==> config.mk <==
export PLATFORM = sky130hd
export DESIGN_NAME = bitwise_issue_ctrl_flat
export DESIGN_NICKNAME = d
export VERILOG_FILES = /design/src/rtl/bitwise_issue_ctrl_pkg.sv /design/src/rtl/bitwise_issue_ctrl_if.sv /design/src/rtl/bitwise_instr_fields.sv /design/src/rtl/bitwise_issue_ctrl.sv /design/src/flat_wrapper.sv
export SDC_FILE = /design/constraint.sdc
export NUM_CORES = 1
export LEC_CHECK = 0
export BUFFER_PORTS_ARGS = -buffer_cell sky130_fd_sc_hd__buf_4
export CORE_MARGIN = 3
export CORE_UTILIZATION = 40
export DETAILED_ROUTE_END_ITERATION = 8
export PLACE_DENSITY = 0.72
export RECOVER_POWER = 100
export SYNTH_ARGS = -nofsm -noshare
export SYNTH_HDL_FRONTEND = slang
export SYNTH_HIERARCHICAL = 1
export SYNTH_SLANG_ARGS = --single-unit
==> constraint.sdc <==
create_clock -name clk -period 2.3 [get_ports clk]
set_input_delay 0.23 -clock clk [delete_from_list [all_inputs] [get_ports clk]]
set_output_delay 0.23 -clock clk [all_outputs]
set_load 0.02 [all_outputs]
==> src/rtl/bitwise_issue_ctrl_pkg.sv <==
// Shared definitions for the SCRISC-16 bitwise issue sequencer:
// FSM state encoding, funct codes, instruction field positions and defaults.
package bitwise_issue_ctrl_pkg;

    localparam logic [3:0] OPC_BITWISE_DEF = 4'b0010;
    localparam int         CNT_W_DEF       = 16;

    // funct codes understood by the bitwise unit
    localparam logic [1:0] FN_AND = 2'b00;
    localparam logic [1:0] FN_OR  = 2'b01;
    localparam logic [1:0] FN_XOR = 2'b10;
    localparam logic [1:0] FN_NOT = 2'b11;

    // instruction field positions
    localparam int OPC_MSB = 15;
    localparam int OPC_LSB = 12;
    localparam int RD_MSB  = 11;
    localparam int RD_LSB  = 9;
    localparam int RS_MSB  = 8;
    localparam int RS_LSB  = 6;
    localparam int RT_MSB  = 5;
    localparam int RT_LSB  = 3;
    localparam int FN_MSB  = 1;
    localparam int FN_LSB  = 0;

    typedef enum logic [2:0] {
        S_IDLE = 3'd0,
        S_READ = 3'd1,
        S_EXEC = 3'd2,
        S_WB   = 3'd3,
        S_ERR  = 3'd4
    } state_t;

endpackage

==> src/rtl/bitwise_issue_ctrl_if.sv <==
// Bus bundle between the issue sequencer (master) and its surroundings:
// instruction handshake, register-file reads, bitwise unit and write-back.
// Optional flag outputs exist only when BITWISE_FLAGS_EN is defined.
interface bitwise_issue_ctrl_if #(
    parameter int CNT_W = 16
);
    logic             instr_valid;
    logic             instr_ready;
    logic [15:0]      instr;
    logic [2:0]       rs_addr;
    logic [2:0]       rt_addr;
    logic [15:0]      rs_data;
    logic [15:0]      rt_data;
    logic [15:0]      bw_a;
    logic [15:0]      bw_b;
    logic [1:0]       bw_funct;
    logic [15:0]      bw_out;
    logic             wb_valid;
    logic             wb_ready;
    logic [2:0]       wb_addr;
    logic [15:0]      wb_data;
    logic             illegal;
    logic [CNT_W-1:0] ops_done;
`ifdef BITWISE_FLAGS_EN
    logic             flag_z;
    logic             flag_n;

    modport master (
        input  instr_valid, instr, rs_data, rt_data, bw_out, wb_ready,
        output instr_ready, rs_addr, rt_addr, bw_a, bw_b, bw_funct,
               wb_valid, wb_addr, wb_data, illegal, ops_done, flag_z, flag_n
    );
    modport slave (
        output instr_valid, instr, rs_data, rt_data, bw_out, wb_ready,
        input  instr_ready, rs_addr, rt_addr, bw_a, bw_b, bw_funct,
               wb_valid, wb_addr, wb_data, illegal, ops_done, flag_z, flag_n
    );
`else
    modport master (
        input  instr_valid, instr, rs_data, rt_data, bw_out, wb_ready,
        output instr_ready, rs_addr, rt_addr, bw_a, bw_b, bw_funct,
               wb_valid, wb_addr, wb_data, illegal, ops_done
    );
    modport slave (
        output instr_valid, instr, rs_data, rt_data, bw_out, wb_ready,
        input  instr_ready, rs_addr, rt_addr, bw_a, bw_b, bw_funct,
               wb_valid, wb_addr, wb_data, illegal, ops_done
    );
`endif
endinterface

==> src/rtl/bitwise_instr_fields.sv <==
// Combinational slicer of the 16-bit instruction word into its fields.
// Bit 2 of the word is reserved and not decoded.
module bitwise_instr_fields
    import bitwise_issue_ctrl_pkg::*;
(
    input  logic [15:0] instr_i,
    output logic [3:0]  opcode_o,
    output logic [2:0]  rd_o,
    output logic [2:0]  rs_o,
    output logic [2:0]  rt_o,
    output logic [1:0]  funct_o
);
    assign opcode_o = instr_i[OPC_MSB:OPC_LSB];
    assign rd_o     = instr_i[RD_MSB:RD_LSB];
    assign rs_o     = instr_i[RS_MSB:RS_LSB];
    assign rt_o     = instr_i[RT_MSB:RT_LSB];
    assign funct_o  = instr_i[FN_MSB:FN_LSB];
endmodule

==> src/rtl/bitwise_issue_ctrl.sv <==
// Issue sequencer for the 16-bit bitwise logic unit.
// One instruction in flight: IDLE -> READ -> EXEC -> WB (or ERR for a
// foreign opcode). rd=0 targets hardwired r0, so the write-back is skipped.
// Optional feature macro: BITWISE_FLAGS_EN adds zero/negative result flags.
module bitwise_issue_ctrl
    import bitwise_issue_ctrl_pkg::*;
#(
    parameter logic [3:0] OPC_BITWISE = OPC_BITWISE_DEF,
    parameter int         CNT_W       = CNT_W_DEF
) (
    input logic                  clk,
    input logic                  rst,
    bitwise_issue_ctrl_if.master bus
);
    state_t           state_q, state_d;
    logic [3:0]       opc;
    logic [2:0]       rd, rs, rt;
    logic [1:0]       fn;
    logic [2:0]       rd_q, rs_addr_q, rt_addr_q, wb_addr_q;
    logic [1:0]       funct_q, bw_funct_q;
    logic [15:0]      bw_a_q, bw_b_q;
    logic [CNT_W-1:0] ops_done_q;
    logic             accept, legal, wb_fire;

    bitwise_instr_fields u_fields (
        .instr_i  (bus.instr),
        .opcode_o (opc),
        .rd_o     (rd),
        .rs_o     (rs),
        .rt_o     (rt),
        .funct_o  (fn)
    );

    assign accept  = (state_q == S_IDLE) && bus.instr_valid;
    assign legal   = (opc == OPC_BITWISE);
    assign wb_fire = (state_q == S_WB) && bus.wb_ready;

    // state register
    always_ff @(posedge clk or posedge rst) begin
        if (rst) state_q <= S_IDLE;
        else     state_q <= state_d;
    end

    // next-state logic
    always_comb begin
        state_d = state_q;
        case (state_q)
            S_IDLE: if (accept) state_d = legal ? S_READ : S_ERR;
            S_READ: state_d = S_EXEC;
            S_EXEC: state_d = (rd_q == 3'd0) ? S_IDLE : S_WB;
            S_WB:   if (bus.wb_ready) state_d = S_IDLE;
            S_ERR:  state_d = S_IDLE;
            default: state_d = S_IDLE;
        endcase
    end

    // state-decoded outputs; wb_data tracks the unit result while in WB
    always_comb begin
        bus.instr_ready = 1'b0;
        bus.wb_valid    = 1'b0;
        bus.illegal     = 1'b0;
        bus.wb_data     = '0;
        case (state_q)
            S_IDLE: bus.instr_ready = 1'b1;
            S_WB: begin
                bus.wb_valid = 1'b1;
                bus.wb_data  = bus.bw_out;
            end
            S_ERR:  bus.illegal = 1'b1;
            default: ;
        endcase
    end

    // latch fields on a legal accept, capture RF data into operand regs in EXEC
    always_ff @(posedge clk or posedge rst) begin
        if (rst) begin
            rd_q       <= '0;
            funct_q    <= FN_AND;
            rs_addr_q  <= '0;
            rt_addr_q  <= '0;
            bw_a_q     <= '0;
            bw_b_q     <= '0;
            bw_funct_q <= FN_AND;
            wb_addr_q  <= '0;
        end else begin
            if (accept && legal) begin
                rd_q      <= rd;
                funct_q   <= fn;
                rs_addr_q <= rs;
                rt_addr_q <= rt;
            end
            if (state_q == S_EXEC) begin
                bw_a_q     <= bus.rs_data;
                bw_b_q     <= bus.rt_data;
                bw_funct_q <= funct_q;
                wb_addr_q  <= rd_q;
            end
        end
    end

    // saturating count of completed write-backs
    always_ff @(posedge clk or posedge rst) begin
        if (rst)                          ops_done_q <= '0;
        else if (wb_fire && !(&ops_done_q)) ops_done_q <= ops_done_q + 1'b1;
    end

    assign bus.rs_addr  = rs_addr_q;
    assign bus.rt_addr  = rt_addr_q;
    assign bus.bw_a     = bw_a_q;
    assign bus.bw_b     = bw_b_q;
    assign bus.bw_funct = bw_funct_q;
    assign bus.wb_addr  = wb_addr_q;
    assign bus.ops_done = ops_done_q;

`ifdef BITWISE_FLAGS_EN
    logic flag_z_q, flag_n_q, flag_pend_q;

    // flags follow the write-back result, or bw_out one cycle after EXEC for rd=0
    always_ff @(posedge clk or posedge rst) begin
        if (rst) begin
            flag_z_q    <= 1'b0;
            flag_n_q    <= 1'b0;
            flag_pend_q <= 1'b0;
        end else begin
            flag_pend_q <= (state_q == S_EXEC) && (rd_q == 3'd0);
            if (wb_fire) begin
                flag_z_q <= (bus.wb_data == 16'h0000);
                flag_n_q <= bus.wb_data[15];
            end else if (flag_pend_q) begin
                flag_z_q <= (bus.bw_out == 16'h0000);
                flag_n_q <= bus.bw_out[15];
            end
        end
    end

    assign bus.flag_z = flag_z_q;
    assign bus.flag_n = flag_n_q;
`endif

endmodule

==> src/flat_wrapper.sv <==
// flat-port wrapper written by rule: the top's interface ports become plain ports
module bitwise_issue_ctrl_flat import bitwise_issue_ctrl_pkg::*;
#(
    parameter logic [3:0] OPC_BITWISE = OPC_BITWISE_DEF,
    parameter int         CNT_W       = CNT_W_DEF
)
  (clk, rst, bus_instr_valid, bus_instr, bus_rs_data, bus_rt_data, bus_bw_out, bus_wb_ready, bus_instr_ready, bus_rs_addr, bus_rt_addr, bus_bw_a, bus_bw_b, bus_bw_funct, bus_wb_valid, bus_wb_addr, bus_wb_data, bus_illegal, bus_ops_done);
  bitwise_issue_ctrl_if #(.CNT_W(CNT_W)) bus_i ();
  input logic clk;
  input logic rst;
  input wire logic [$bits(bus_i.instr_valid)-1:0] bus_instr_valid;
  input wire logic [$bits(bus_i.instr)-1:0] bus_instr;
  input wire logic [$bits(bus_i.rs_data)-1:0] bus_rs_data;
  input wire logic [$bits(bus_i.rt_data)-1:0] bus_rt_data;
  input wire logic [$bits(bus_i.bw_out)-1:0] bus_bw_out;
  input wire logic [$bits(bus_i.wb_ready)-1:0] bus_wb_ready;
  output wire logic [$bits(bus_i.instr_ready)-1:0] bus_instr_ready;
  output wire logic [$bits(bus_i.rs_addr)-1:0] bus_rs_addr;
  output wire logic [$bits(bus_i.rt_addr)-1:0] bus_rt_addr;
  output wire logic [$bits(bus_i.bw_a)-1:0] bus_bw_a;
  output wire logic [$bits(bus_i.bw_b)-1:0] bus_bw_b;
  output wire logic [$bits(bus_i.bw_funct)-1:0] bus_bw_funct;
  output wire logic [$bits(bus_i.wb_valid)-1:0] bus_wb_valid;
  output wire logic [$bits(bus_i.wb_addr)-1:0] bus_wb_addr;
  output wire logic [$bits(bus_i.wb_data)-1:0] bus_wb_data;
  output wire logic [$bits(bus_i.illegal)-1:0] bus_illegal;
  output wire logic [$bits(bus_i.ops_done)-1:0] bus_ops_done;
  assign bus_i.instr_valid = bus_instr_valid;
  assign bus_i.instr = bus_instr;
  assign bus_i.rs_data = bus_rs_data;
  assign bus_i.rt_data = bus_rt_data;
  assign bus_i.bw_out = bus_bw_out;
  assign bus_i.wb_ready = bus_wb_ready;
  assign bus_instr_ready = bus_i.instr_ready;
  assign bus_rs_addr = bus_i.rs_addr;
  assign bus_rt_addr = bus_i.rt_addr;
  assign bus_bw_a = bus_i.bw_a;
  assign bus_bw_b = bus_i.bw_b;
  assign bus_bw_funct = bus_i.bw_funct;
  assign bus_wb_valid = bus_i.wb_valid;
  assign bus_wb_addr = bus_i.wb_addr;
  assign bus_wb_data = bus_i.wb_data;
  assign bus_illegal = bus_i.illegal;
  assign bus_ops_done = bus_i.ops_done;
  bitwise_issue_ctrl #(.OPC_BITWISE(OPC_BITWISE), .CNT_W(CNT_W)) u_core (.clk(clk), .rst(rst), .bus(bus_i));
endmodule
# After elaboration in Yosys (flattened, before gate mapping)
# Cells that the tools add are included.
# word_totals
ram_bits	0
in_bits	68
memories	0
output_inout_bits	78
latch_bits	0
romBits	0
reg_bits	67
# classes
n_div	0
n_addsub	1
order_cmp	0
n_mul	0
reduce_logical	9
bitwise	0
shift	0
n_eq_ne	7
mux	9
# op_table
cell	n
16-bit by 1-bit adder with 16-bit output, second input constant	1
16-bit 2-to-1 mux	1
16-bit AND reduction	1
3-bit case mux with 4 select lines	1
3-bit 2-to-1 mux	3
3-bit by 2-bit == test with 1-bit output, second input constant	2
3-bit logical NOT	2
4-bit by 2-bit == test with 1-bit output, second input constant	1
1-bit logical AND	4
3-bit by 1-bit == test with 1-bit output, second input constant	1
3-bit == test, second input constant	1
1-bit 2-to-1 mux	3
2-bit 2-to-1 mux	1
2-bit by 1-bit != test with 1-bit output, second input constant	1
2-bit != test, second input constant	1
2-bit AND reduction	1
1-bit logical NOT	1

# Logic depth before layout (Yosys ltp)
# Gate-level depths: netlist of the first run.
# depth
depth_word	4
ltp_mapped	6
mapped_depth_nobuf	5

# By module
# Netlist of the first run, hierarchy kept.
# modules_own_cells
mod	area_each_um2	seq_area_each_um2	n_inst	cells_each
bitwise_issue_ctrl	2895.3	1676.6	1	211
bitwise_instr_fields	112.6	0.0	1	15

# Least setup slack after synthesis of the first run
# OpenSTA, ideal clock, no wires.
# synth_timing
path_type	reg2reg
from	register u_core.state_q[0]
to	register u_core.rs_addr_q[0], in the netlist u_core/bus.rs_addr[0]
stages_incl_launch_ff	6
path_slack_ps	400
path_buffers	2
t_arrival_ps	1775
setup_ps	125
path_cell_list	dfrtp_1 -> buf_4 -> nor3_1 -> nand3_1 -> buf_2 -> mux2_2
# synth_via
elab_chain_len	3
# synth_lines
item	line_no	source
start, declared	bitwise_issue_ctrl.sv:15	state_t state_q, state_d;
start signal, assigned	bitwise_issue_ctrl.sv:41	else state_q <= state_d;
3-bit logical NOT	bitwise_issue_ctrl.sv:34	assign accept = (state_q == S_IDLE) && bus.instr_valid;
1-bit logical AND	bitwise_issue_ctrl.sv:34	
1-bit logical AND	bitwise_issue_ctrl.sv:86	if (accept && legal) begin
end signal, assigned	bitwise_issue_ctrl.sv:89	rs_addr_q <= rs;
end, declared	bitwise_issue_ctrl.sv:19	logic [2:0] rd_q, rs_addr_q, rt_addr_q, wb_addr_q;
# No other way between the ends.
# A chain may end at the register's enable or synchronous reset.

# Worst setup path in the final report of the first run
# layout_timing
from	register u_core.state_q[1]
to	register u_core.bw_a_q[6], in the netlist u_core/bus.bw_a[6]
# layout_via
elab_chain_len	1
# layout_lines
item	line_no	source
3-bit by 2-bit == test with 1-bit output	bitwise_issue_ctrl.sv:92	if (state_q == S_EXEC) begin
end signal, assigned	bitwise_issue_ctrl.sv:93	bw_a_q <= bus.rs_data;
end, declared	bitwise_issue_ctrl.sv:21	logic [15:0] bw_a_q, bw_b_q;
# No other way between the ends.

==> flow_metrics.env, run 1 <==
export IMPL_synth_edf_count=0
export IMPL_max_slew_worst_pin_slew_ns=1.25
export IMPL_synthToLayoutAreaGrowth_pct=34.2
export IMPL_clk_pin_slew_ns=0.08
export IMPL_num_rows=30
export IMPL_antenna_found_initial=0
export IMPL_cap_violations=0
export IMPL_cts_post_setup_buffers_inserted=0
export IMPL_vdd_ir_drop_max_mv=0.399
export IMPL_yosysSeqAreaShare_pct=55.7
export IMPL_synth_warning_count=6
export IMPL_numCtsBuffers=9
export IMPL_dieArea_sq_um=8600
export IMPL_grt_overflow=0
export IMPL_fill_cells=677
export IMPL_critPathBufInv=2
export IMPL_arrival_ns=2.27
export IMPL_cpPeakStageDelay_ns=0.71
export IMPL_cts_hold_buf=0
export IMPL_drt_wl_total_microns=6810
export IMPL_cts_root_buf="clkbuf_8"
export IMPL_period_share_pct=89.8
export IMPL_first_global_vias=2298
export IMPL_ys_flop_type="dfrtp_1"
export IMPL_ios=146
export IMPL_leakage_nw=1.92
export IMPL_hold_path_class="in -> reg"
export IMPL_firstDrtPassIters=4
export IMPL_ctsResizeCount=0
export IMPL_synth_cell_area_sq_um=3010
export IMPL_critPathSlowestCell="clkbuf_2"
export IMPL_wl_per_cell_microns=14.7
export IMPL_cts_max_level=3
export IMPL_numPortBuffers=144
export IMPL_place_congestion=0.806
export IMPL_worst_setup_path_start_kind="flop"
export IMPL_ant_nets=0
export IMPL_drive_above_1_share_pct=40.9
export IMPL_postLayoutCellArea_sq_um=4040
export IMPL_relSlewSlack_pct=16.3
export IMPL_cts_sinks=67
export IMPL_core_sq_um=7060
export IMPL_syn_nets=295
export IMPL_die_y_microns=92.7
export IMPL_clock_latency_ns=0.33
export IMPL_path_class="reg -> reg"
export IMPL_drt_initial_drc_count=63
export IMPL_tns_ns=0
export IMPL_skew_ns=0.0110
export IMPL_ys_seq_elements=67
export IMPL_outcome="complete, no violations"
export IMPL_crit_family="buffers and inverters"
export IMPL_cts_tree="yes"
export IMPL_start_util_pct=42.6
export IMPL_cp_max_fo=37
export IMPL_syn_avg_cell_area_sq_um=13.3
export IMPL_final_common_cell="buf_4"
export IMPL_final_core_util_pct=57.2
export IMPL_cp_cell_sequence="inv_1 > nor3_4 > clkbuf_2 > mux2_2"
export IMPL_hpwl_microns=5200
export IMPL_required_ns=2.51
export IMPL_grt_pass1_wl_microns=10900
export IMPL_fin_nets=431
export IMPL_slew_viol_final=0
export IMPL_route_detailed_drc=0
export IMPL_place_area_sq_um=4090
export IMPL_diodes=0
export IMPL_mostFrequentLayoutCells="77 x buf_4, 68 x clkbuf_1, 67 x dfrtp_1"
export IMPL_die_x_microns=92.7
export IMPL_p_per_area_nw_per_um2=1060
export IMPL_vias=2248
export IMPL_cp_end_kind="flop"
export IMPL_hold_violations=0
export IMPL_setup_viol=0
export IMPL_ys_types=33
export IMPL_grt_max_degree=38
export IMPL_fin_crit_ns=2.06
export IMPL_p_total_mw=4.29
export IMPL_grt_use_total_pct=15.9
export IMPL_grt_setup_unrepaired="false"
export IMPL_netlist_instances=226
export IMPL_viasPerCell=4.86
export IMPL_synthArstFlopShare_pct=100
export IMPL_max_freq_mhz=484
export IMPL_clk_path_buf_depth=2
==> stage by stage <==
step	setup WS (ns)	cells	hold WS (ns)
floorplan	0.387	226	0.322
global placement	0.484	447	0.420
detailed placement	0.404	447	0.416
CTS	0.399	463	0.0439
global route	0.152	463	0.106
finish	0.235	463	0.123
==> power by group <==
part | total, mW | internal [mW] | switching, mW
sequential | 1.76 | 1.56 | 0.201
combinational | 1.37 | 0.552 | 0.817
clock | 1.17 | 0.722 | 0.444
total | 4.29 | 2.83 | 1.46
==> logic make-up after synthesis <==
kind of cell	synth area share [%]
mux	18.7
flops	55.7
simple gates	14.4
buf+inv	5.57
compound gates	1.46
fa+ha+maj	0.416
xor+xnor	3.74
==> synth_stat cells, drive strengths merged (3+ instances only) <==
| library cell | count | area, sq um |
|---|---|---|
| dfrtp | 67 | 1680 |
| mux2 | 50 | 563 |
| buf | 21 | 153 |
| and2 | 16 | 100 |
| xor2 | 11 | 96.3 |
| nor3 | 9 | 56.3 |
| nand2 | 7 | 26.3 |
| nor2 | 7 | 28.8 |
| nand3 | 6 | 30.0 |
| nand4 | 5 | 37.5 |
| o21ai | 4 | 20.0 |
| inv | 3 | 11.3 |
| nor4 | 3 | 40.0 |
==> per-layer routing <==
layer	track usage (%)	wire length, microns	share of wire [%]	up-vias
met5	0	0	0	-
met4	6.96	101	1.5	0
met3	5.04	603	8.9	7
met2	26.1	3270	48	109
met1	19.2	2830	42	1075
li1	-	-	-	1057
==> cell type report <==
| type | count | area (sq um) | area share, % |
|---|---|---|---|
| sequential | 67 | 1680 | 41.6 |
| multi-input combinational | 134 | 1140 | 28.2 |
| timing repair buffer | 147 | 847 | 21.0 |
| clock buffer | 10 | 128 | 3.16 |
| tap | 96 | 120 | 2.98 |
| clock inverter | 6 | 114 | 2.82 |
| inverter | 3 | 11.3 | 0.279 |
==> path summary, 6_finish.rpt <==
check / startpoint / cells after the start / slack, ns / to
worst max-delay path: u_core/state_q[1]$_DFFE_PP0P_ / 4 / 0.24 / u_core/bus.bw_a[6]$_DFFE_PP0N_
worst min-delay path: bus_rs_data[1] / 2 / 0.12 / u_core/bus.bw_a[1]$_DFFE_PP0N_
worst max register to register: u_core/state_q[1]$_DFFE_PP0P_ / 4 / 0.24 / u_core/bus.bw_a[6]$_DFFE_PP0N_
worst min register to register: u_core/bus.bw_a[9]$_DFFE_PP0N_ / 1 / 0.50 / u_core/bus.bw_a[9]$_DFFE_PP0N_
max in group asynchronous: rst / 3 / 0.60 / u_core/bus.bw_a[6]$_DFFE_PP0N_
min in group asynchronous: rst / 2 / 0.25 / u_core/bus.ops_done[13]$_DFFE_PP0P_
==> state kept, by name (all words and copies together), names as in the netlist <==
register             count
u_core/bus.bw_a         16
u_core/bus.bw_b         16
u_core/bus.ops_done     16
u_core/bus.rs_addr       3
u_core/bus.rt_addr       3
u_core/bus.wb_addr       3
u_core/rd_q              3
u_core/state_q           3
u_core/bus.bw_funct      2
u_core/funct_q           2
Note: power is estimated with default switching activity, not from simulation.
==> run 2: changes to the inputs <==
==> constraint.sdc (replaced) <==
create_clock -name clk -period 1.9 [get_ports clk]
set_input_delay 0.285 -clock clk [delete_from_list [all_inputs] [get_ports clk]]
set_output_delay 0.285 -clock clk [all_outputs]
set_load 0.02 [all_outputs]
==> flow_metrics.env, run 2 (synthesized netlist as in run 1, its figures left out) <==
export IMPL_pwr_share_seq_pct=42.3
export IMPL_vias=2238
export IMPL_whs_ns=0.159
export IMPL_p_comb_share_pct=33.7
export IMPL_clock_latency_ns=0.34
export IMPL_cts_root_buf="clkbuf_8"
export IMPL_start_util_pct=42.6
export IMPL_p_sw_mw=1.82
export IMPL_grt_use_total_pct=16.4
export IMPL_antenna_found_initial=0
export IMPL_rr_worst_depth=5
export IMPL_cp_cell_sequence="and3b_2 > buf_4 > and2_0 > buf_4"
export IMPL_route_detailed_drc=0
export IMPL_fin_ws_ns=0.0787
export IMPL_place_congestion=0.776
export IMPL_vdd_ir_drop_max_mv=0.537
export IMPL_internal_power_mw=3.18
export IMPL_dieArea_sq_um=8600
export IMPL_cp_end_kind="primary output"
export IMPL_critPathBufInv=2
export IMPL_cpMostUsedCell="buf_4"
export IMPL_path_class="reg -> out"
export IMPL_postLayoutCellArea_sq_um=4100
export IMPL_grt_setup_unrepaired="false"
export IMPL_drt_initial_drc_count=64
export IMPL_cpPeakStageDelay_ns=0.46
export IMPL_worstHoldPathCells=2
export IMPL_firstDrtPassIters=4
export IMPL_pre_cts_ws_ns=0.114
export IMPL_tns_ns=0
export IMPL_core_sq_um=7060
export IMPL_crit_cells=4
export IMPL_outcome="complete, no violations"
export IMPL_p_total_mw=5.00
export IMPL_viasPerCell=4.72
export IMPL_cap_violations=0
export IMPL_hpwl_microns=5260
export IMPL_diodes=0
export IMPL_grt_overflow=0
export IMPL_max_freq_mhz=549
export IMPL_swShare_pct=36.4
export IMPL_setup_viol=0
export IMPL_die_y_microns=92.7
export IMPL_crit_family="flip-flops"
export IMPL_worst_setup_path_start_kind="flop"
export IMPL_required_ns=1.62
export IMPL_max_slew_worst_pin_slew_ns=1.03
export IMPL_mostFrequentLayoutCells="83 x buf_4, 65 x dfrtp_1, 62 x clkbuf_1"
export IMPL_place_area_sq_um=4170
export IMPL_cts_sinks=67
export IMPL_numPortBuffers=144
export IMPL_ios=146
export IMPL_numCtsBuffers=9
export IMPL_drt_wl_total_microns=6940
export IMPL_rrSetupSlack_ns=0.09
export IMPL_grt_pass1_wl_microns=11200
export IMPL_clk_path_buf_depth=2
export IMPL_cts_tree="yes"
export IMPL_first_global_vias=2375
export IMPL_synthToLayoutAreaGrowth_pct=36.3
export IMPL_final_core_util_pct=58.1
export IMPL_num_rows=30
export IMPL_cp_max_fo=18
export IMPL_grt_max_degree=45
export IMPL_final_common_cell="buf_4"
export IMPL_die_x_microns=92.7
export IMPL_arrival_ns=1.54
export IMPL_cts_max_level=3
export IMPL_fin_crit_ns=1.82
export IMPL_clk_pin_slew_ns=0.07
export IMPL_hold_violations=0
export IMPL_p_per_area_nw_per_um2=1220
export IMPL_relSlewSlack_pct=30.8
export IMPL_dp_cells=456
export IMPL_layout_cells_non_filler=474
export IMPL_wl_per_cell_microns=14.6
export IMPL_ant_nets=0
export IMPL_leakage_nw=2.00
export IMPL_hold_path_class="in -> reg"
export IMPL_period_share_pct=95.9
export IMPL_fin_nets=442
export IMPL_slew_viol_final=0
export IMPL_skew_ns=0.0125
export IMPL_drive_above_1_share_pct=45.0
export IMPL_critPathSlowestCell="dfrtp_2"
export IMPL_p_clk_share_pct=23.9
-- run 2: per-layer routing --
metal  GRT usage (%)  wire length [microns]  up-vias
met1            19.2                   2800     1061
met5               0                      0        -
met4            7.33                     96        0
li1                -                      -     1068
met3            4.71                    603        8
met2            28.1                   3440      101
-- run 2: power by group through the flow --
| stage | clock (mW) | combinational, mW | sequential (mW) |
|---|---|---|---|
| after floorplan | 0 | 0.631 | 2.66 |
| after global placement | 0 | 2.06 | 2.13 |
| after detailed placement | 0 | 2.09 | 2.16 |
| after CTS | 1.23 | 2.09 | 2.13 |
| after global routing | 1.30 | 1.82 | 2.19 |
| final | 1.20 | 1.69 | 2.12 |
-- run 2: cell type report --
| class | instances | area (sq um) |
|---|---|---|
| fillers | 656 | 2960 |
| flip-flops and latches | 67 | 1680 |
| multi-input cells | 134 | 1150 |
| repair buffers | 158 | 937 |
| clock buffers | 9 | 124 |
| well taps | 96 | 120 |
| clock inverters | 7 | 75.1 |
| inverters | 3 | 12.5 |
-- run 2: timing repair --
action,4_1_cts,5_1_grt
setup endpoints to repair,0,16
endpoints found under the hold margin,23,0
resized for setup,0,2
setup buffers,0,1
hold buffers,1,0
-- run 2: worst paths after layout --
check	to	startpoint
max	bus_wb_data[9]	u_core/state_q[1]$_DFFE_PP0P_
min	u_core/bus.bw_a[9]$_DFFE_PP0N_	bus_rs_data[9]
max reg2reg	u_core/bus.ops_done[10]$_DFFE_PP0P_	u_core/bus.ops_done[1]$_DFFE_PP0P_
min reg2reg	u_core/bus.bw_a[9]$_DFFE_PP0N_	u_core/bus.bw_a[9]$_DFFE_PP0N_
max in group asynchronous	u_core/state_q[1]$_DFFE_PP0P_	rst
min in group asynchronous	u_core/bus.ops_done[11]$_DFFE_PP0P_	rst
==> run 3: changes to the inputs <==
- BUFFER_PORTS_ARGS: -buffer_cell sky130_fd_sc_hd__buf_4 -> default
- DONT_BUFFER_PORTS: default -> 1
- PLACE_DENSITY: 0.72 -> 0.55
==> flow_metrics.env, run 3 (synthesized netlist as in run 1, its figures left out) <==
export IMPL_outcome="complete, no violations"
export IMPL_grt_overflow=0
export IMPL_core_sq_um=7060
export IMPL_max_freq_mhz=543
export IMPL_swShare_pct=35.1
export IMPL_die_x_microns=92.7
export IMPL_vias=1774
export IMPL_wl_per_cell_microns=17.1
export IMPL_route_detailed_drc=0
export IMPL_clock_latency_ns=0.33
export IMPL_path_class="reg -> out"
export IMPL_dieArea_sq_um=8600
export IMPL_place_congestion=0.701
export IMPL_skew_ns=0.0100
export IMPL_tns_ns=0
export IMPL_multi_input_area_sq_um=1170
export IMPL_hold_path_class="in -> reg"
export IMPL_leakage_nw=1.60
export IMPL_internal_power_mw=3.07
export IMPL_crit_family="simple AND/OR/NAND/NOR gates"
export IMPL_fin_nets=313
export IMPL_critPathBufInv=2
export IMPL_critPathSlowestCell="dfrtp_1"
export IMPL_clk_path_buf_depth=2
export IMPL_synthToLayoutAreaGrowth_pct=12.9
export IMPL_cts_max_level=3
export IMPL_numPortBuffers=0
export IMPL_cpPeakStageDelay_ns=0.41
export IMPL_place_area_sq_um=3210
export IMPL_cap_violations=0
export IMPL_grt_max_degree=40
export IMPL_p_per_area_nw_per_um2=1390
export IMPL_start_util_pct=42.6
export IMPL_max_slew_worst_pin_slew_ns=1.30
export IMPL_relSlewSlack_pct=13.1
export IMPL_drt_wl_total_microns=5910
export IMPL_pre_cts_ws_ns=0.213
export IMPL_mostFrequentLayoutCells="67 x dfrtp_1, 49 x mux2_2, 16 x buf_4"
export IMPL_viasPerCell=5.14
export IMPL_hold_violations=0
export IMPL_worst_setup_path_start_kind="flop"
export IMPL_numCtsBuffers=9
export IMPL_grt_use_total_pct=13.9
export IMPL_grt_pass1_wl_microns=9270
export IMPL_die_y_microns=92.7
export IMPL_vdd_ir_drop_max_mv=0.462
export IMPL_setup_viol=0
export IMPL_cp_end_kind="primary output"
export IMPL_cp_cell_sequence="buf_4 > and3b_2 > buf_6 > and2_2"
export IMPL_arrival_ns=1.56
export IMPL_drive_above_1_share_pct=44.6
export IMPL_drt_initial_drc_count=45
export IMPL_firstDrtPassIters=4
export IMPL_num_rows=30
export IMPL_postLayoutCellArea_sq_um=3400
export IMPL_antenna_found_initial=0
export IMPL_final_common_cell="dfrtp_1"
export IMPL_cts_root_buf="clkbuf_8"
export IMPL_cp_max_fo=18
export IMPL_layout_cells_non_filler=345
export IMPL_ant_nets=0
export IMPL_whs_ns=0.0439
export IMPL_p_clk_share_pct=27.6
export IMPL_pwr_share_seq_pct=57.5
export IMPL_fin_crit_ns=1.84
export IMPL_clk_pin_slew_ns=0.07
export IMPL_fin_ws_ns=0.0577
export IMPL_period_share_pct=97.0
export IMPL_first_global_vias=1836
export IMPL_ios=146
export IMPL_cts_sinks=67
export IMPL_grt_setup_unrepaired="true"
export IMPL_hpwl_microns=4550
export IMPL_p_comb_share_pct=14.9
export IMPL_required_ns=1.62
export IMPL_slew_viol_final=0
export IMPL_dp_cells=328
export IMPL_cts_post_setup_buffers_inserted=0
export IMPL_p_sw_mw=1.66
export IMPL_seqCellArea_sq_um=1680
export IMPL_fill_cells=669
export IMPL_cts_tree="yes"
export IMPL_diodes=0
## run 3: area by class of cell
| class | instances | share of cell area [%] |
|---|---|---|
| clock buffers | 9 | 3.65 |
| clock inverters | 7 | 2.95 |
| inverters | 3 | 0.368 |
| multi-input cells | 134 | 34.3 |
| flip-flops and latches | 67 | 49.4 |
| well taps | 96 | 3.54 |
| repair buffers | 29 | 5.78 |
## run 3: final timing paths
check	slack (ns)	from	depth (start not counted)	endpoint
max reg2reg	0.15	u_core/state_q[1]$_DFFE_PP0P_	4	u_core/bus.bw_b[12]$_DFFE_PP0N_
min	0.04	bus_wb_ready	1	u_core/state_q[0]$_DFFE_PP0P_
min in group asynchronous	0.68	rst	2	u_core/bus.bw_a[10]$_DFFE_PP0N_
max in group asynchronous	0.34	rst	3	u_core/bus.bw_a[15]$_DFFE_PP0N_
min reg2reg	0.50	u_core/funct_q[0]$_DFFE_PP0P_	1	u_core/bus.bw_funct[0]$_DFFE_PP0N_
max	0.06	u_core/state_q[0]$_DFFE_PP0P_	4	bus_wb_data[14]
## run 3: layer usage
metal / up-vias / wire (microns) / track usage (%)
met1: 851 / 2410 / 16.5
met3: 9 / 548 / 4.55
li1: 808 / - / -
met2: 106 / 2840 / 22.7
met5: - / 0 / 0
met4: 0 / 110 / 6.96
## run 3: metrics by stage
stage / power [mW] / util (%)
floorplan: 3.29 / -
global placement: 3.47 / 45.5
detailed placement: 3.51 / 45.5
CTS: 4.84 / 49.1
global route: 4.99 / 48.1
finish: 4.73 / 48.1
## run 3: worst register-to-register path, delay by kind of cell (launching register included)
kind | cells | cell delay (ns)
buf+inv | 2 | 0.59
mux | 1 | 0.43
flops | 1 | 0.47
simple gates | 1 | 0.16
## run 3: power groups by stage
stage | clock [mW] | sequential, mW | combinational [mW]
after floorplan | 0 | 2.66 | 0.631
after global placement | 0 | 2.75 | 0.714
after detailed placement | 0 | 2.76 | 0.748
after CTS | 1.36 | 2.74 | 0.752
after global routing | 1.42 | 2.78 | 0.789
final | 1.31 | 2.72 | 0.703
## run 3: repair_timing
item	CTS	global route
gates cloned	0	0
hold endpoints to repair	28	0
gates resized for setup	17	1
endpoints found under the setup margin	16	3
hold buffers	1	0
